<file path="src/rtl/gshare_predictor.sv">
// Gshare branch predictor: table of saturating counters indexed by address, optionally
// XORed with a speculative global history register that is repaired on mispredicts.
module gshare_predictor #(
   parameter int IDX_W  = 5,
   parameter int CTR_W  = 2,
   parameter int HIST_W = 5,
   parameter int GSHARE = 1
) (
   input  logic              clk_i,
   input  logic              reset_i,
   input  logic              predValid_i,
   input  logic [IDX_W-1:0]  predAddr_i,
   output logic              predTaken_o,
   output logic [HIST_W-1:0] predHist_o,
   input  logic              updValid_i,
   input  logic [IDX_W-1:0]  updAddr_i,
   input  logic [HIST_W-1:0] updHist_i,
   input  logic              updTaken_i,
   input  logic              updMispredict_i
);

   localparam int DEPTH = 1 << IDX_W;
   localparam logic [CTR_W-1:0] CTR_INIT = CTR_W'((1 << (CTR_W - 1)) - 1);
   localparam logic [CTR_W-1:0] CTR_MAX  = '1;
   localparam logic [CTR_W-1:0] CTR_MIN  = '0;
   localparam logic [CTR_W-1:0] CTR_ONE  = CTR_W'(1);

   if (HIST_W < 1 || HIST_W > IDX_W) begin : gBadHistWidth
      $error("gshare_predictor: HIST_W must satisfy 1 <= HIST_W <= IDX_W");
   end

   logic [CTR_W-1:0]  ctrTable [DEPTH];
   logic [HIST_W-1:0] ghr;
   logic [IDX_W-1:0]  rIdx;
   logic [IDX_W-1:0]  wIdx;
   logic [CTR_W-1:0]  ctrCur;
   logic [CTR_W-1:0]  ctrNext;
   logic [HIST_W-1:0] ghrShifted;
   logic [HIST_W-1:0] ghrRepaired;

   // History is zero-extended into the index; bimodal mode keeps the GHR alive but unused.
   always_comb begin
      if (GSHARE != 0) begin
         rIdx = predAddr_i ^ IDX_W'(ghr);
         wIdx = updAddr_i ^ IDX_W'(updHist_i);
      end else begin
         rIdx = predAddr_i;
         wIdx = updAddr_i;
      end
   end

   assign predTaken_o = ctrTable[rIdx][CTR_W-1];
   assign predHist_o  = ghr;

   always_comb begin
      ctrCur  = ctrTable[wIdx];
      ctrNext = ctrCur;
      if (updTaken_i) begin
         if (ctrCur != CTR_MAX) ctrNext = ctrCur + CTR_ONE;
      end else begin
         if (ctrCur != CTR_MIN) ctrNext = ctrCur - CTR_ONE;
      end
   end

   // Truncating the concatenation drops the oldest bit and also covers HIST_W == 1.
   assign ghrShifted  = HIST_W'({ghr, predTaken_o});
   assign ghrRepaired = HIST_W'({updHist_i, updTaken_i});

   always_ff @(posedge clk_i or posedge reset_i) begin
      if (reset_i) begin
         for (int i = 0; i < DEPTH; i++) ctrTable[i] <= CTR_INIT;
      end else if (updValid_i) begin
         ctrTable[wIdx] <= ctrNext;
      end
   end

   // A mispredict repair overrides any speculative shift issued in the same cycle.
   always_ff @(posedge clk_i or posedge reset_i) begin
      if (reset_i) begin
         ghr <= '0;
      end else if (updValid_i && updMispredict_i) begin
         ghr <= ghrRepaired;
      end else if (predValid_i) begin
         ghr <= ghrShifted;
      end
   end

endmodule

</file>
<file path="config.mk">
export PLATFORM = sky130hd
export DESIGN_NAME = gshare_predictor
export DESIGN_NICKNAME = d
export VERILOG_FILES = /design/src/rtl/gshare_predictor.sv
export SDC_FILE = /design/constraint.sdc
export NUM_CORES = 1
export LEC_CHECK = 0
export CAP_MARGIN = 30
export CELL_PAD_IN_SITES_DETAIL_PLACEMENT = 0
export CELL_PAD_IN_SITES_GLOBAL_PLACEMENT = 1
export CORE_UTILIZATION = 50
export CTS_BUF_LIST = sky130_fd_sc_hd__clkbuf_4 sky130_fd_sc_hd__clkbuf_8 sky130_fd_sc_hd__clkbuf_16
export DETAILED_ROUTE_END_ITERATION = 8
export GPL_ROUTABILITY_DRIVEN = 0
export HOLD_SLACK_MARGIN = 0.02
export PLACE_DENSITY = 0.83
export SLEW_MARGIN = 25
export SYNTH_ARGS = -nofsm -noshare
export SYNTH_HDL_FRONTEND = slang
export SYNTH_SLANG_ARGS = --single-unit
</file>
<file path="constraint.sdc">
create_clock -name clk_i -period 10.3 [get_ports clk_i]
set_clock_uncertainty 0.2 [all_clocks]
set_input_delay 3.09 -clock clk_i [delete_from_list [all_inputs] [get_ports clk_i]]
set_output_delay 3.09 -clock clk_i [all_outputs]
set_load 0.01 [all_outputs]
</file>
==> impl_metrics.env, run 1 <==
export IMPL_outcome="completed"
export IMPL_setup_slack_ps=1200
export IMPL_syn_inst=436
export IMPL_slew_violations=0
export IMPL_die_x_um=93.3
export IMPL_syn2layout_area_growth_pct=13.2
export IMPL_synth_cell_types=40
export IMPL_fmax_ghz=0.110
export IMPL_route_detailed_drc=0
export IMPL_cp_max_fo=8
export IMPL_hold_path_class="reg2reg"
export IMPL_post_dp_cell_area_mm2=0.00449
export IMPL_wl_per_cell_um=21.2
export IMPL_ctsResizeCount=0
export IMPL_core_area_mm2=0.00789
export IMPL_cellPowerDensity_mw_per_mm2=229
export IMPL_synth_top_cell_area_share=0.222
export IMPL_slowest_stage="xor2_1"
export IMPL_port_buffers=26
export IMPL_total_power_w=0.00108
export IMPL_drive_above_1_share=0.199
export IMPL_drt_first_pass_iters=5
export IMPL_grt_max_degree=70
export IMPL_antenna_cells=0
export IMPL_endpoint_kind="output pin"
export IMPL_numCtsBuffers=9
export IMPL_critical_path_class="in2out"
export IMPL_place_ws_ps=992
export IMPL_peakVddDrop_mv=0.125
export IMPL_multi_input_area_mm2=0.00226
export IMPL_grt_use_total=0.300
export IMPL_cts_setup_buffers=0
export IMPL_routed_wl_um=11900
export IMPL_min_period_over_period=0.883
export IMPL_io_pins=27
export IMPL_tightest_slew_ps=968
export IMPL_setup_violations=0
export IMPL_netlist_top_cells_area="dfrtp_1, dfstp_2, nand2_1"
export IMPL_cts_hold_buf=0
export IMPL_path_cells="clkdlybuf4s50_1 -> xor2_1 -> mux4_2 -> mux2i_1 -> mux2i_1 -> mux2_2 -> clkdlybuf4s50_1"
export IMPL_rows=32
export IMPL_synth_seq_cells=69
export IMPL_cts_root_buffer="clkbuf_8"
export IMPL_rsz0062_at_grt="no"
export IMPL_pwr_share_comb=0.338
export IMPL_overflow=0
export IMPL_cts_tree="done"
export IMPL_ys_async_sr_fraction=1.00
export IMPL_slew_headroom=0.353
export IMPL_clk_latency_ps=360
export IMPL_seq_power_share=0.453
export IMPL_vias=3600
export IMPL_antenna_found_initial=0
export IMPL_clk_pin_slew_ps=80
export IMPL_min_period_ps=9100
export IMPL_crit_required_ps=7010
export IMPL_yosysSeqAreaShare=0.424
export IMPL_cp_slowest_stage_delay_ps=650
export IMPL_ant_nets=0
export IMPL_switching_share=0.369
export IMPL_fin_setup_tns_ps=0
export IMPL_yosysMostFrequentCell="nand2_1"
export IMPL_holdWs_ps=273
export IMPL_leakage_nw=1.81
export IMPL_syn_nets=457
export IMPL_ys_top_cells_by_count="nand2_1, o31ai_1, dfrtp_1"
export IMPL_design_die_area_mm2=0.00871
export IMPL_synth_edff_count=0
export IMPL_netlist_area_mm2=0.00417
export IMPL_power_switching_w=0.000400
export IMPL_grt_pass1_vias=3540
export IMPL_hpwl_um=8290
export IMPL_ys_flop_type="dfrtp_1"
export IMPL_grt_pass1_wl_um=19500
export IMPL_clkPwrFrac=0.209
export IMPL_p_int_w=0.000684
export IMPL_maxCapViolations=0
export IMPL_finalHoldViolations=0
export IMPL_synth_top_area_cell="dfrtp_1"
export IMPL_die_y_um=93.3
export IMPL_htree_levels=3
export IMPL_final_nets=474
export IMPL_worst_ep_arrival_time_ps=5810
export IMPL_cts_sinks=69
export IMPL_fillers=686
export IMPL_viasPerCell=6.43
export IMPL_fin_area_mm2=0.00472
export IMPL_cts_buffer_depth=2
export IMPL_avgSynthCellArea_um2=9.57
export IMPL_seq_area_mm2=0.00177
export IMPL_drtIter0Drc=348
export IMPL_start_util=0.529
export IMPL_critPathLaunchType="primary input"
export IMPL_yosysWarnings=0
## placed cells by master (no fill, tap or decap), types with 6 or more instances in the layout
cell type          n
xor2_1             8
nand2_1          116
dfrtp_1           37
a21oi_1           10
nand3_1           24
nor2_1            13
clkbuf_8           9
buf_4              8
o21ai_0           11
a31oi_1            9
mux4_2            12
nor2b_1            6
clkdlybuf4s50_1   26
nor3_1             6
o221ai_1           9
mux2i_1           18
o31ai_1           47
o41ai_2            6
dfstp_2           32
## worst max-delay path: cells and delay by family
kind	cells	cell delay [ps]
XOR/XNOR	1	650
multiplexers	4	1110
buffers and inverters	2	950
## through the flow
stage,std cells,utilization
2_1_floorplan,436,-
3_3_place_gp,542,0.567
3_5_place_dp,543,0.569
4_1_cts,559,0.594
5_1_grt,560,0.599
6_report,560,0.599
## final cells by class
| cell class | count | share of cell area |
|---|---|---|
| multi-input combinational | 336 | 0.479 |
| sequential | 69 | 0.374 |
| timing repair buffer | 36 | 0.0768 |
| tap | 102 | 0.0270 |
| clock buffer | 9 | 0.0262 |
| clock inverter | 7 | 0.0156 |
| inverter | 1 | 0.000795 |
## final timing paths
| path | start | endpoint | slack [ps] | cells after the start |
|---|---|---|---|---|
| worst max-delay path | predAddr_i[1] | predTaken_o | 1200 | 7 |
| worst min-delay path | ctrTable[10] | ctrTable[10] | 270 | 2 |
| worst max register to register | ctrTable[11] | ctrTable[25] | 7470 | 6 |
| worst min register to register | ctrTable[10] | ctrTable[10] | 270 | 2 |
| max in group asynchronous | reset_i | ctrTable[58] | 6410 | 4 |
| min in group asynchronous | reset_i | ctrTable[11] | 2870 | 3 |
## power groups by stage
stage / combinational [W] / sequential (W) / clock (W)
floorplan: 0.000283 / 0.000455 / 0
global placement: 0.000347 / 0.000491 / 0
detailed placement: 0.000363 / 0.000493 / 0
CTS: 0.000364 / 0.000488 / 0.000230
global route: 0.000408 / 0.000501 / 0.000242
finish: 0.000366 / 0.000491 / 0.000226
## routing by layer
layer,up-vias,GRT usage,share of wire
met3,30,0.0593,0.073
met5,-,0,0
met1,1752,0.419,0.43
met4,0,0.113,0.028
li1,1648,-,-
met2,170,0.460,0.47
## cells by family after synthesis
| logic type | count (synthesis) | share of synthesized area |
|---|---|---|
| compound gates | 104 | 0.196 |
| xor+xnor | 15 | 0.0315 |
| buf+inv | 31 | 0.0405 |
| flops | 69 | 0.424 |
| mux | 31 | 0.111 |
| simple gates | 186 | 0.197 |
## flip-flops by register name (all words and copies together) (netlist names)
name	count
ctrTable	64
predHist_o	5
Power figures use the tool's default switching activity.
==> run 2, diff against run 1 <==
CORE_MARGIN = 2   (was default)
SKIP_CTS_REPAIR_TIMING = 1   (was default)
==> run 2 against run 1 <==
Against the previous run: clock-buffer cell count up 4; register-to-register slack worse by 70 ps; core utilization down 1.6 points; via count down 0.36%; hold slack about the same; sequential power about the same; maximum frequency down 0.23%; critical endpoint unchanged; largest cell class unchanged.
==> impl_metrics.env, run 2 (synthesized netlist as in run 1, its figures left out) <==
export IMPL_hold_path_class="reg2reg"
export IMPL_port_buffers=26
export IMPL_min_period_ps=9120
export IMPL_cp_slowest_stage_delay_ps=670
export IMPL_slowest_stage="xor2_1"
export IMPL_tightest_slew_ps=956
export IMPL_antenna_found_initial=0
export IMPL_critical_path_class="in2out"
export IMPL_endpoint_kind="output pin"
export IMPL_peakVddDrop_mv=0.0947
export IMPL_final_common_cell="nand2_1"
export IMPL_worst_ep_arrival_time_ps=5830
export IMPL_wl_per_cell_um=21.6
export IMPL_grt_max_degree=70
export IMPL_place_ws_ps=1030
export IMPL_timing_rr_start="ctrTable[44]"
export IMPL_mostFrequentLayoutCells="nand2_1, o31ai_1, dfrtp_1, dfstp_2, clkdlybuf4s50_1"
export IMPL_clk_pin_slew_ps=70
export IMPL_placed_cells=546
export IMPL_cp_max_fo=8
export IMPL_drtIter0Drc=334
export IMPL_critPathLaunchType="primary input"
export IMPL_cts_root_buffer="clkbuf_8"
export IMPL_die_y_um=95.3
export IMPL_routed_wl_um=12100
export IMPL_antenna_cells=0
export IMPL_maxCapViolations=0
export IMPL_cellPowerDensity_mw_per_mm2=237
export IMPL_r2r_slack_ps=7400
export IMPL_grt_pass1_vias=3424
export IMPL_rr_worst_depth=7
export IMPL_min_to="ctrTable[48]"
export IMPL_finalHoldViolations=0
export IMPL_hold_start="ctrTable[48]"
export IMPL_rsz0062_at_grt="no"
export IMPL_grt_use_total=0.287
export IMPL_design_die_area_mm2=0.00909
export IMPL_die_x_um=95.3
export IMPL_leakage_nw=1.83
export IMPL_syn2layout_area_growth_pct=13.6
export IMPL_cts_buffer_depth=2
export IMPL_rows=33
export IMPL_ant_nets=0
export IMPL_overflow=0
export IMPL_clk_latency_ps=360
export IMPL_htree_levels=3
export IMPL_cts_sinks=69
export IMPL_path_cells="clkdlybuf4s50_1 -> xor2_1 -> mux4_2 -> mux2i_1 -> mux2i_1 -> mux2_2 -> clkdlybuf4s50_1"
export IMPL_hpwl_um=8410
export IMPL_setup_slack_ps=1180
export IMPL_fmax_ghz=0.110
export IMPL_start_util=0.513
export IMPL_fin_setup_tns_ps=0
export IMPL_r2r_end="ctrTable[3]"
export IMPL_fillers=723
export IMPL_setup_violations=0
export IMPL_largest_reg_flops=64
export IMPL_drt_first_pass_iters=7
export IMPL_min_period_over_period=0.885
export IMPL_viasPerCell=6.38
export IMPL_numCtsBuffers=9
export IMPL_cts_tree="done"
export IMPL_drive_above_1_share=0.195
export IMPL_io_pins=27
export IMPL_route_detailed_drc=0
export IMPL_vias=3587
export IMPL_final_nets=473
export IMPL_grt_pass1_wl_um=19200
export IMPL_slew_headroom=0.361
export IMPL_postLayoutCoreUtil=0.583
export IMPL_slew_violations=0
export IMPL_core_area_mm2=0.00813
export IMPL_final_cell_count_no_fill=562
export IMPL_largest_register="ctrTable"
export IMPL_holdPathStages=2
export IMPL_outcome="completed"
export IMPL_crit_required_ps=7010
run 2: how the worst max path moves through the flow:
stage,startpoint,endpoint,slack [ps],cells after the start
after floorplan,predAddr_i[0],predTaken_o,2140,5
after detailed placement,predAddr_i[0],predTaken_o,1030,7
after global placement,predAddr_i[0],predTaken_o,1140,7
final,predAddr_i[1],predTaken_o,1180,7
after global routing,predAddr_i[1],predTaken_o,1050,7
after CTS,predAddr_i[0],predTaken_o,1020,7
run 2: report_power, final:
group | switching (W) | internal (W) | total, W
sequential | 0.0000843 | 0.000407 | 0.000491
clock | 0.000105 | 0.000163 | 0.000268
combinational | 0.000203 | 0.000163 | 0.000366
run 2: per-stage QoR:
stage | instance area (µm²) | power, W | hold slack [ps]
after floorplan | 4170 | 0.000739 | 250
after global placement | 4470 | 0.000839 | 259
after detailed placement | 4490 | 0.000855 | 263
after CTS | 4730 | 0.00112 | 274
after global routing | 4740 | 0.00119 | 288
final | 4740 | 0.00112 | 273
run 2: metal layers:
layer	GRT usage	part of all wire	wire (µm)	up-vias
met5	0	0	0	-
met4	0.0978	0.026	318	0
met3	0.0759	0.073	889	28
met2	0.441	0.46	5560	161
met1	0.396	0.44	5360	1758
li1	-	-	-	1640
run 2: final cells by class:
class / count / area (µm²) / share of cell area
clock buffer: 13 / 179 / 0.0378
sequential: 69 / 1770 / 0.373
clock inverter: 3 / 65.1 / 0.0137
multi-input combinational: 336 / 2260 / 0.476
timing repair buffer: 35 / 335 / 0.0708
tap: 105 / 131 / 0.0277
inverter: 1 / 3.75 / 0.000792
run 2: critical path: cells and delay by family:
family	cells	cell delay (ps)
buffers and inverters	2	950
XOR/XNOR	1	670
multiplexers	4	1110
==> run 3, diff against run 2 <==
--- a/config.mk
+++ b/config.mk
@@ -15,5 +15,5 @@
 export GPL_ROUTABILITY_DRIVEN = 0
 export HOLD_SLACK_MARGIN = 0.02
-export PLACE_DENSITY = 0.83
+export PLACE_DENSITY_LB_ADDON = 0.1
 export SKIP_CTS_REPAIR_TIMING = 1
 export SLEW_MARGIN = 25
==> constraint.sdc (replaced) <==
create_clock -name clk_i -period 10.3 [get_ports clk_i]
set_clock_uncertainty 0.2 [all_clocks]
set_input_delay 2.06 -clock clk_i [delete_from_list [all_inputs] [get_ports clk_i]]
set_output_delay 2.06 -clock clk_i [all_outputs]
set_load 0.01 [all_outputs]
==> run 3 against run 2 <==
Against the previous run: power is 3.6% lower; maximum frequency rose by 30%; largest cell class unchanged; final area is 0.29% lower; global-route usage shrank 0.85 points; core utilization fell by 0.17 points; cell count grew 0.18%; largest power group unchanged; sequential power about the same; die area did not move; register-to-register slack worse by 70 ps; sequential share of layout area grew 0.11 points; non-clock buffer count rose by 1; setup slack gained 2100 ps.
==> impl_metrics.env, run 3 (synthesized netlist as in run 1, its figures left out) <==
export IMPL_cts_buffer_depth=2
export IMPL_cp_max_fo=8
export IMPL_finalHoldViolations=0
export IMPL_slew_headroom=0.418
export IMPL_cts_sinks=69
export IMPL_final_nets=474
export IMPL_cellPowerDensity_mw_per_mm2=230
export IMPL_cts_tree="done"
export IMPL_overflow=0
export IMPL_port_buffers=26
export IMPL_grt_max_degree=70
export IMPL_core_area_mm2=0.00813
export IMPL_antenna_found_initial=0
export IMPL_min_period_ps=7000
export IMPL_critPathLaunchType="primary input"
export IMPL_fin_setup_tns_ps=0
export IMPL_outcome="completed"
export IMPL_grt_use_total=0.279
export IMPL_critical_path_class="in2out"
export IMPL_viasPerCell=6.25
export IMPL_fmax_ghz=0.143
export IMPL_grt_pass1_vias=3315
export IMPL_slew_violations=0
export IMPL_peakVddDrop_mv=0.114
export IMPL_timing_rr_start="ctrTable[11]"
export IMPL_start_util=0.513
export IMPL_drive_above_1_share=0.197
export IMPL_crit_required_ps=8040
export IMPL_numCtsBuffers=9
export IMPL_syn2layout_area_growth_pct=13.3
export IMPL_routed_wl_um=11800
export IMPL_die_y_um=95.3
export IMPL_worst_ep_arrival_time_ps=4740
export IMPL_setup_violations=0
export IMPL_clk_pin_slew_ps=70
export IMPL_route_detailed_drc=0
export IMPL_largest_reg_flops=64
export IMPL_ant_nets=0
export IMPL_io_pins=27
export IMPL_drt_first_pass_iters=5
export IMPL_fillers=726
export IMPL_clk_latency_ps=360
export IMPL_rsz0062_at_grt="no"
export IMPL_rows=33
export IMPL_htree_levels=3
export IMPL_largest_register="ctrTable"
export IMPL_min_period_over_period=0.680
export IMPL_grt_pass1_wl_um=18500
export IMPL_die_x_um=95.3
export IMPL_antenna_cells=0
export IMPL_hold_start="ctrTable[16]"
export IMPL_design_die_area_mm2=0.00909
export IMPL_final_common_cell="nand2_1"
export IMPL_postLayoutCoreUtil=0.581
export IMPL_tightest_slew_ps=866
export IMPL_mostFrequentLayoutCells="nand2_1, o31ai_1, dfrtp_1, dfstp_2, clkdlybuf4s50_1"
export IMPL_hpwl_um=8100
export IMPL_maxCapViolations=0
export IMPL_leakage_nw=1.82
export IMPL_hold_path_class="reg2reg"
export IMPL_startpoint="predAddr_i[1]"
export IMPL_wl_per_cell_um=20.9
export IMPL_cts_root_buffer="clkbuf_8"
export IMPL_drtIter0Drc=246
export IMPL_endpoint_kind="output pin"
export IMPL_vias=3519
==> run 3: changes by cell type in the layout (fill, tap and decap cells not counted) <==
cell	change
inv_6	+1
a21oi_4	+1
buf_6	+1
buf_12	+1
a21oi_2	-1
clkinv_2	+2
clkinvlp_4	+1
clkbuf_8	-3
buf_4	-1
bufinv_16	-1
==> run 3: where the power goes <==
part	switching, W	total (W)	internal (W)
registers	0.0000857	0.000492	0.000407
clock network	0.000112	0.000230	0.000118
logic	0.000199	0.000362	0.000163
total	0.000397	0.00108	0.000688
==> run 3: path summary, 6_finish.rpt <==
| path | to | slack, ps | depth (start not counted) |
|---|---|---|---|
| max | predTaken_o | 3300 | 7 |
| min reg2reg | ctrTable[16] | 270 | 2 |
| max reg2reg | ctrTable[43] | 7330 | 6 |
| max in group asynchronous | ctrTable[56] | 7370 | 4 |
| min in group asynchronous | predHist_o[3] | 1910 | 3 |
| min | ctrTable[16] | 270 | 2 |
==> run 3: cell type report <==
class                           instances  area (µm²)  share of cell area
Multi-Input combinational cell        336        2260               0.479
Clock buffer                           10         138              0.0291
Clock inverter                          6        61.3              0.0130
Tap cell                              105         131              0.0278
Timing Repair Buffer                   36         359              0.0760
Inverter                                1        3.75            0.000794
Sequential cell                        69        1770               0.374
==> run 3: layer usage <==
| layer | track usage | vias up | wire length (µm) |
|---|---|---|---|
| li1 | - | 1650 | - |
| met1 | 0.401 | 1728 | 5490 |
| met2 | 0.425 | 123 | 5360 |
| met3 | 0.0466 | 18 | 644 |
| met4 | 0.103 | 0 | 267 |
| met5 | 0 | - | 0 |
==> run 3: worst max-delay path, stage by stage <==
cell and delay [ps]:
clkdlybuf4s50_1 480, xor2_1 610, mux4_2 590, mux2i_1 140, mux2i_1 100, mux2_2 280
clkdlybuf4s50_1 480
==> run 3: stage by stage <==
step / hold WS [ps] / total power [W] / setup slack [ps] / std cells / area, µm²
after global placement: 258 / 0.000839 / 3160 / 544 / 4460
after CTS: 275 / 0.00108 / 3100 / 561 / 4680
final: 274 / 0.00108 / 3300 / 563 / 4720
after detailed placement: 264 / 0.000853 / 3110 / 545 / 4480
after global routing: 284 / 0.00115 / 3130 / 563 / 4720
after floorplan: 250 / 0.000739 / 4200 / 436 / 4170
